$ cat src/rtl/turn_scheduler.sv
// Two-player note-rally turn scheduler: serves turns, scores hits, counts misses, ends the game.
// Defining TURN_SCHED_TIMEOUT_EN builds the turn timer so an expired turn counts as a miss.
module turn_scheduler #(
    parameter int unsigned TIMEOUT_CYCLES = 25000000,
    parameter int unsigned MAX_MISSES     = 3
) (
    input  logic       clk,
    input  logic       reset,
    input  logic       start,
    input  logic       correct_note,
    input  logic       p1_miss,
    input  logic       p2_miss,
    output logic       note_en,
    output logic       timer_on,
    output logic       p1turn,
    output logic       p2turn,
    output logic [4:0] score,
    output logic [3:0] misses,
    output logic       game_over
);

    localparam int unsigned SCORE_W = 5;
    localparam int unsigned MISS_W  = 4;
    localparam logic [SCORE_W-1:0] SCORE_MAX  = '1;
    localparam logic [MISS_W-1:0]  MISS_LIMIT = MISS_W'(MAX_MISSES);

    // Elaboration-time guard on parameter ranges.
    generate
        if (TIMEOUT_CYCLES < 2 || MAX_MISSES < 1 || MAX_MISSES > 15) begin : g_bad_param
            $error("turn_scheduler: parameter out of range");
        end
    endgenerate

    typedef enum logic [2:0] {
        S_IDLE,
        S_SERVE,
        S_WAIT,
        S_HIT,
        S_MISS,
        S_OVER
    } state_t;

    state_t              r_state;
    logic                r_note_en;
    logic                r_timer_on;
    logic                r_p1turn;
    logic                r_p2turn;
    logic [SCORE_W-1:0]  r_score;
    logic [MISS_W-1:0]   r_misses;
    logic                r_game_over;

    logic                w_active_miss;
    logic                w_timeout;
    logic [MISS_W-1:0]   w_misses_inc;

    assign w_active_miss = (r_p1turn & p1_miss) | (r_p2turn & p2_miss);
    assign w_misses_inc  = r_misses + MISS_W'(1);

`ifdef TURN_SCHED_TIMEOUT_EN
    localparam int unsigned TIMER_W = (TIMEOUT_CYCLES > 1) ? $clog2(TIMEOUT_CYCLES) : 1;
    localparam logic [TIMER_W-1:0] TIMER_LOAD = TIMER_W'(TIMEOUT_CYCLES - 1);

    logic [TIMER_W-1:0] r_timer;

    assign w_timeout = (r_timer == '0);

    // Loaded while serving so WAIT lasts exactly TIMEOUT_CYCLES cycles before timing out.
    always_ff @(posedge clk or negedge reset) begin
        if (!reset) begin
            r_timer <= '0;
        end else if (r_state == S_SERVE) begin
            r_timer <= TIMER_LOAD;
        end else if (r_state == S_WAIT && r_timer != '0) begin
            r_timer <= r_timer - TIMER_W'(1);
        end
    end
`else
    assign w_timeout = 1'b0;
`endif

    // Game FSM; every output is set on the edge that enters the state it belongs to.
    always_ff @(posedge clk or negedge reset) begin
        if (!reset) begin
            r_state     <= S_IDLE;
            r_note_en   <= 1'b0;
            r_timer_on  <= 1'b0;
            r_p1turn    <= 1'b0;
            r_p2turn    <= 1'b0;
            r_score     <= '0;
            r_misses    <= '0;
            r_game_over <= 1'b0;
        end else begin
            r_note_en <= 1'b0;
            case (r_state)
                S_IDLE, S_OVER: begin
                    if (start) begin
                        r_state     <= S_SERVE;
                        r_note_en   <= 1'b1;
                        r_p1turn    <= 1'b1;
                        r_p2turn    <= 1'b0;
                        r_score     <= '0;
                        r_misses    <= '0;
                        r_game_over <= 1'b0;
                    end
                end
                S_SERVE: begin
                    r_state    <= S_WAIT;
                    r_timer_on <= 1'b1;
                end
                S_WAIT: begin
                    // A correct note wins over a simultaneous miss or timeout.
                    if (correct_note) begin
                        r_state    <= S_HIT;
                        r_timer_on <= 1'b0;
                    end else if (w_active_miss || w_timeout) begin
                        r_state    <= S_MISS;
                        r_timer_on <= 1'b0;
                    end
                end
                S_HIT: begin
                    r_state   <= S_SERVE;
                    r_note_en <= 1'b1;
                    r_p1turn  <= r_p2turn;
                    r_p2turn  <= r_p1turn;
                    if (r_score != SCORE_MAX) begin
                        r_score <= r_score + SCORE_W'(1);
                    end
                end
                S_MISS: begin
                    r_misses <= w_misses_inc;
                    if (w_misses_inc == MISS_LIMIT) begin
                        r_state     <= S_OVER;
                        r_game_over <= 1'b1;
                        r_p1turn    <= 1'b0;
                        r_p2turn    <= 1'b0;
                    end else begin
                        r_state   <= S_SERVE;
                        r_note_en <= 1'b1;
                        r_p1turn  <= r_p2turn;
                        r_p2turn  <= r_p1turn;
                    end
                end
                default: begin
                    r_state <= S_IDLE;
                end
            endcase
        end
    end

    assign note_en   = r_note_en;
    assign timer_on  = r_timer_on;
    assign p1turn    = r_p1turn;
    assign p2turn    = r_p2turn;
    assign score     = r_score;
    assign misses    = r_misses;
    assign game_over = r_game_over;

endmodule

$ cat config.mk
export PLATFORM = sky130hd
export DESIGN_NAME = turn_scheduler
export DESIGN_NICKNAME = d
export VERILOG_FILES = /design/src/rtl/turn_scheduler.sv
export SDC_FILE = /design/constraint.sdc
export NUM_CORES = 1
export LEC_CHECK = 0
export CAP_MARGIN = 20
export CORE_AREA = 2 2 50 52
export DETAILED_ROUTE_END_ITERATION = 10
export DIE_AREA = 0 0 52 54
export PLACE_DENSITY = 0.73
export SLEW_MARGIN = 20
export SYNTH_ARGS = -nofsm -noshare
export SYNTH_HDL_FRONTEND = slang
export SYNTH_SLANG_ARGS = --single-unit
$ cat constraint.sdc
create_clock -name clk -period 1.7 [get_ports clk]
set_input_delay 0.34 -clock clk [delete_from_list [all_inputs] [get_ports clk]]
set_output_delay 0.34 -clock clk [all_outputs]
set_load 0.005 [all_outputs]
* After elaboration in Yosys (flattened, before gate mapping)
Index checks and enable logic that the tools add are counted.
** Operators by class
- Equal/unequal tests :: 11
- Mux-type cells :: 24
- $mul :: 0
- Magnitude comparators :: 0
- Shift operators :: 0
- Reduce and logical (&&, ||, !) cells :: 12
- Div/mod/pow operators :: 0
- $add $sub $neg :: 2
- Bitwise logic cells :: 3
** Operators with widths (number)
- $pmux W3 S5 :: 1
- $mux W3 :: 4
- $mux W5 :: 2
- $pmux W5 S2 :: 1
- $mux W1 :: 9
- $pmux W1 S3 :: 3
- $pmux W4 S2 :: 1
- $reduce_and A2 Y1 :: 4
- $eq A3 B2 Y1 const B :: 2
- $eq A3 B3 Y1 const B :: 2
- $ne A2 B2 Y1 const B :: 3
- $reduce_and A3 Y1 :: 2
- $reduce_bool A2 Y1 :: 3
- $add A5 B1 Y5 const B :: 1
- $ne A5 B5 Y1 const B :: 1
- $add A4 B1 Y4 const B :: 1
- $eq A4 B2 Y1 const B :: 1
- $mux W4 :: 1
- $pmux W1 S2 :: 2
- $eq A3 B1 Y1 const B :: 1
- $logic_not A3 Y1 :: 1
- $ne A3 B3 Y1 const B :: 1
- $reduce_bool A3 Y1 :: 1
- $and A1 B1 Y1 :: 2
- 2 further kinds :: 2
** Storage, ports and cells
- Memories :: 0
- Output and inout bits :: 14
- Flip-flop bits (word level) :: 17
- Bits in read-only memories :: 0
- Input port bits :: 6
- Latch bits :: 0
- Logic and storage cells :: 60
- Bits in writable memories :: 0

* Longest topological paths before layout
- Depth after elaboration :: 5
- Depth in mapped cells :: 7
- Gate-level depth less buffers :: 7

* Least setup slack after synthesis
No wires, ideal clock.
- Kind :: flip-flop to flip-flop
- Start point :: register r_score[0], in the netlist score[0]
- End point :: register r_score[3], in the netlist score[3]
- Stages on the path, launching flop included :: 8
- Data required time :: 1580 ps
- Data arrival time :: 1714 ps
- Library setup time :: 120 ps
- Period minus slack after synthesis :: 1834 ps
- Path buffers :: 0
- Path slack :: -134 ps
- Cells stage by stage :: dfrtp_1 -> ha_1 -> and3_1 -> ha_1 -> and4bb_2 -> nand4_1 -> xnor2_1 -> and2_2
** Between the ends
- Word-level cells in the longest chain between the ends :: 3
- Elaborated cells between the ends (all ways) :: 6
- Classes of those cells :: add/sub (1); eq/ne (2); mux (2); reduce/logical (1)
** RTL lines
- from (decl) :: RTL line 48 : logic [SCORE_W-1:0] r_score;
- from (signal assigned) :: RTL line 126 : r_score <= r_score + SCORE_W'(1);
- $add A5 B1 Y5 or $ne A5 B5 Y1 (tied branches) :: RTL line 126, 125
- $mux W5 or $ne A2 B2 Y1 (tied branches)
- $pmux W5 S2 or $reduce_and A3 Y1 (tied branches)
Several ways; a longest one is shown, not always the timed one. The select of a mux whose other input is x is not followed.
A chain may end at the register's enable or synchronous reset.

* Final worst setup path
- Start point :: register r_score[1], in the netlist score[1]
- End point :: register r_score[3], in the netlist score[3]
Same word-level chain as after synthesis.

==> metrics <==
worst-path maximum fanout 3; routed vias about 830; Synth Register Bits 17; DP Cell Count 150; EDFF count, synth 0; status completed; Crit path required time around 1900 ps; Num Clock Sinks 17; maximum number of pins on one net before global-route repair 18; DR WL met3 103 µm; Synth area leader dfrtp_1; dpl hpwl approximately 1600 µm; # fillers 202; Root Driver clkbuf_4; met1 WL 875 µm; Final Cycle Share 99.4%; Lkg Pwr a little under 0.6 nW; Worst R2R Setup Slack 10 ps; DRC violations left 0; Initial DRT Pass Iterations 4; routability cong. 0.877; Final Setup Violations 0; final slew viol count 0; pwr dens 1350 nW/µm²; die width 52 µm; Total Routed Length 2080 µm; Main synth FF type dfrtp_1; Clock Path Buffers 2; I/O pin count 20; synth warn 0; Site Rows 18; Setup Crit Path Kind register to register; Reg2Reg Depth 7; number of DRC markers in iteration 0 11; Startpoint Class register; Worst Tran Pin Value 458 ps; overflow left after global routing 0; WL per Instance 13.4 µm; CTS tree done; Slew headroom 69.4%; Nets 136; Layout area overhead 36.1%; Cells after Synth 93; Final Hold Viols 0; synthesized cell area around 970 µm²; Hold Buf Count CTS 0; async set-reset flop share out of synthesis 100%; WL met2 1090 µm; Synth area leaders dfrtp_1 (44%), ha_1 (5.1%), nand3_1 (4.6%), o21ai_0 (3.1%), mux2_4 (3.1%); HP Class primary input to asynchronous set/reset pin; f_max 592 MHz; share of cells above drive strength 1 a little over a quarter; H-tree depth 1; antenna fix cells 0; Critical Path AT 1870 ps; RSZ-0062 raised after global routing yes; die area 2810 µm²; Chip Height around 54 µm; Tot GR Track Use 17.8%; sequential cell area fraction in the yosys report 43.6%; Max-cap violations 0; via count of the first global-routing pass 852; Post-Route Skew 0.513 ps; core outline area 2320 µm²; Initial Util 42.0%; R2R Path End score[3]; syn nets around 100; top sig layer met4; Worst Setup End Kind register; post-synth top area share 43.6%; Worst setup startpoint score[1]; Worst VDD drop 0.979 mV; IO Port Bufs 19; clk_lat worst skew 280 ps; CTS clk-pin slew, worst paths 90 ps; Tmin final 1690 ps; antenna-violating nets left 0; Synth cell types 37; worst r2r src score[1]; syn avg cell area 10.5 µm²; global-route wire length before repair around 3700 µm; initial antenna violation count 0; Hold WS 366 ps; Num CTS Buffers 3; Avg Vias per Cell 5.37; Finished Layout Cells 155
synthesized netlist by cell type (all sizes together), types with 3 or more instances:
library cell / n
a21oi: 4
buf: 3
dfrtp: 17
ha: 4
nand2: 7
nand3: 9
nor2: 6
o211ai: 3
o21ai: 6
xnor2: 3
worst max path at each step:
stage	slack, ps	depth (start not counted)	to
after global routing	-60	7	score[3]
after global placement	20	4	score[0]
after floorplan	-1	7	score[3]
after detailed placement	20	7	score[3]
final	10	7	score[3]
after CTS	3	7	score[3]
flip-flops by register name (all words and copies together) (netlist names):
register   count
game_over      1
score          5
p2turn         1
p1turn         1
r_state        3
misses         4
note_en        1
timer_on       1
metrics by stage:
stage               area (µm²)  setup slack [ps]  total power, W  TNS [ps]  util [%]
floorplan                  997             -1.26         0.00121     -1.26         -
global route              1330             -58.7         0.00195      -123      57.2
CTS                       1310              2.57         0.00180         0      56.5
global placement          1280              21.8         0.00155         0      55.3
finish                    1330              10.0         0.00179         0      57.2
detailed placement        1280              17.6         0.00158         0      55.3
metal layers:
metal	track usage, %	vias up
met5	0	-
met4	9.21	0
met3	3.33	4
met2	29.7	32
met1	22.0	399
li1	-	398
area by class of cell:
type                            count  area (µm²)  area share (%)
Tap cell                           30        37.5            2.83
Inverter                            2        7.51           0.566
Timing Repair Buffer               32         288            21.7
Sequential cell                    17         428            32.3
Clock buffer                        4        26.3            1.98
Multi-Input combinational cell     70         539            40.7
logic make-up after synthesis:
group | count (synthesis) | share of synthesized area [%]
and+or+nand+nor | 37 | 22.6
AOI/OAI and AO/OA | 23 | 16.0
DFF | 17 | 43.6
buffers and inverters | 6 | 3.98
xor gates and xnor gates | 4 | 5.52
adders and majority gates | 4 | 5.13
muxes | 2 | 3.08
timing repair:
item,4_1_cts,5_1_grt
setup endpoints to repair,0,7
setup buffers,0,1
gates resized for setup,0,3
critical path, cell delays in order (launching register included):
cell and delay (ps):
dfrtp_1 390, ha_2 190, and3_4 180, ha_4 150, and4bb_2 310, nand4_1 100
xnor2_1 140, and2_4 130
power by group:
group | leakage, nW | internal [W] | switching, W
combinational | 0.351 | 0.000528 | 0.000363
sequential | 0.219 | 0.000523 | 0.000163
clock | 0.0150 | 0.0000910 | 0.000117
cells in the final DEF, fill, tap and decap left out, drive strengths merged, types with 2 or more instances in the layout:
cell type / count
clkdlybuf4s50: 19
dfrtp: 17
buf: 13
nand3: 9
nand2: 7
nor2: 6
o21ai: 6
a21oi: 4
clkbuf: 4
ha: 4
o211ai: 3
xnor2: 3
inv: 2
nor3b: 2
mux2: 2
a22o: 2
and2: 2
and3: 2
nand3b: 2
a21o: 2
Power figures use the tool's default switching activity.
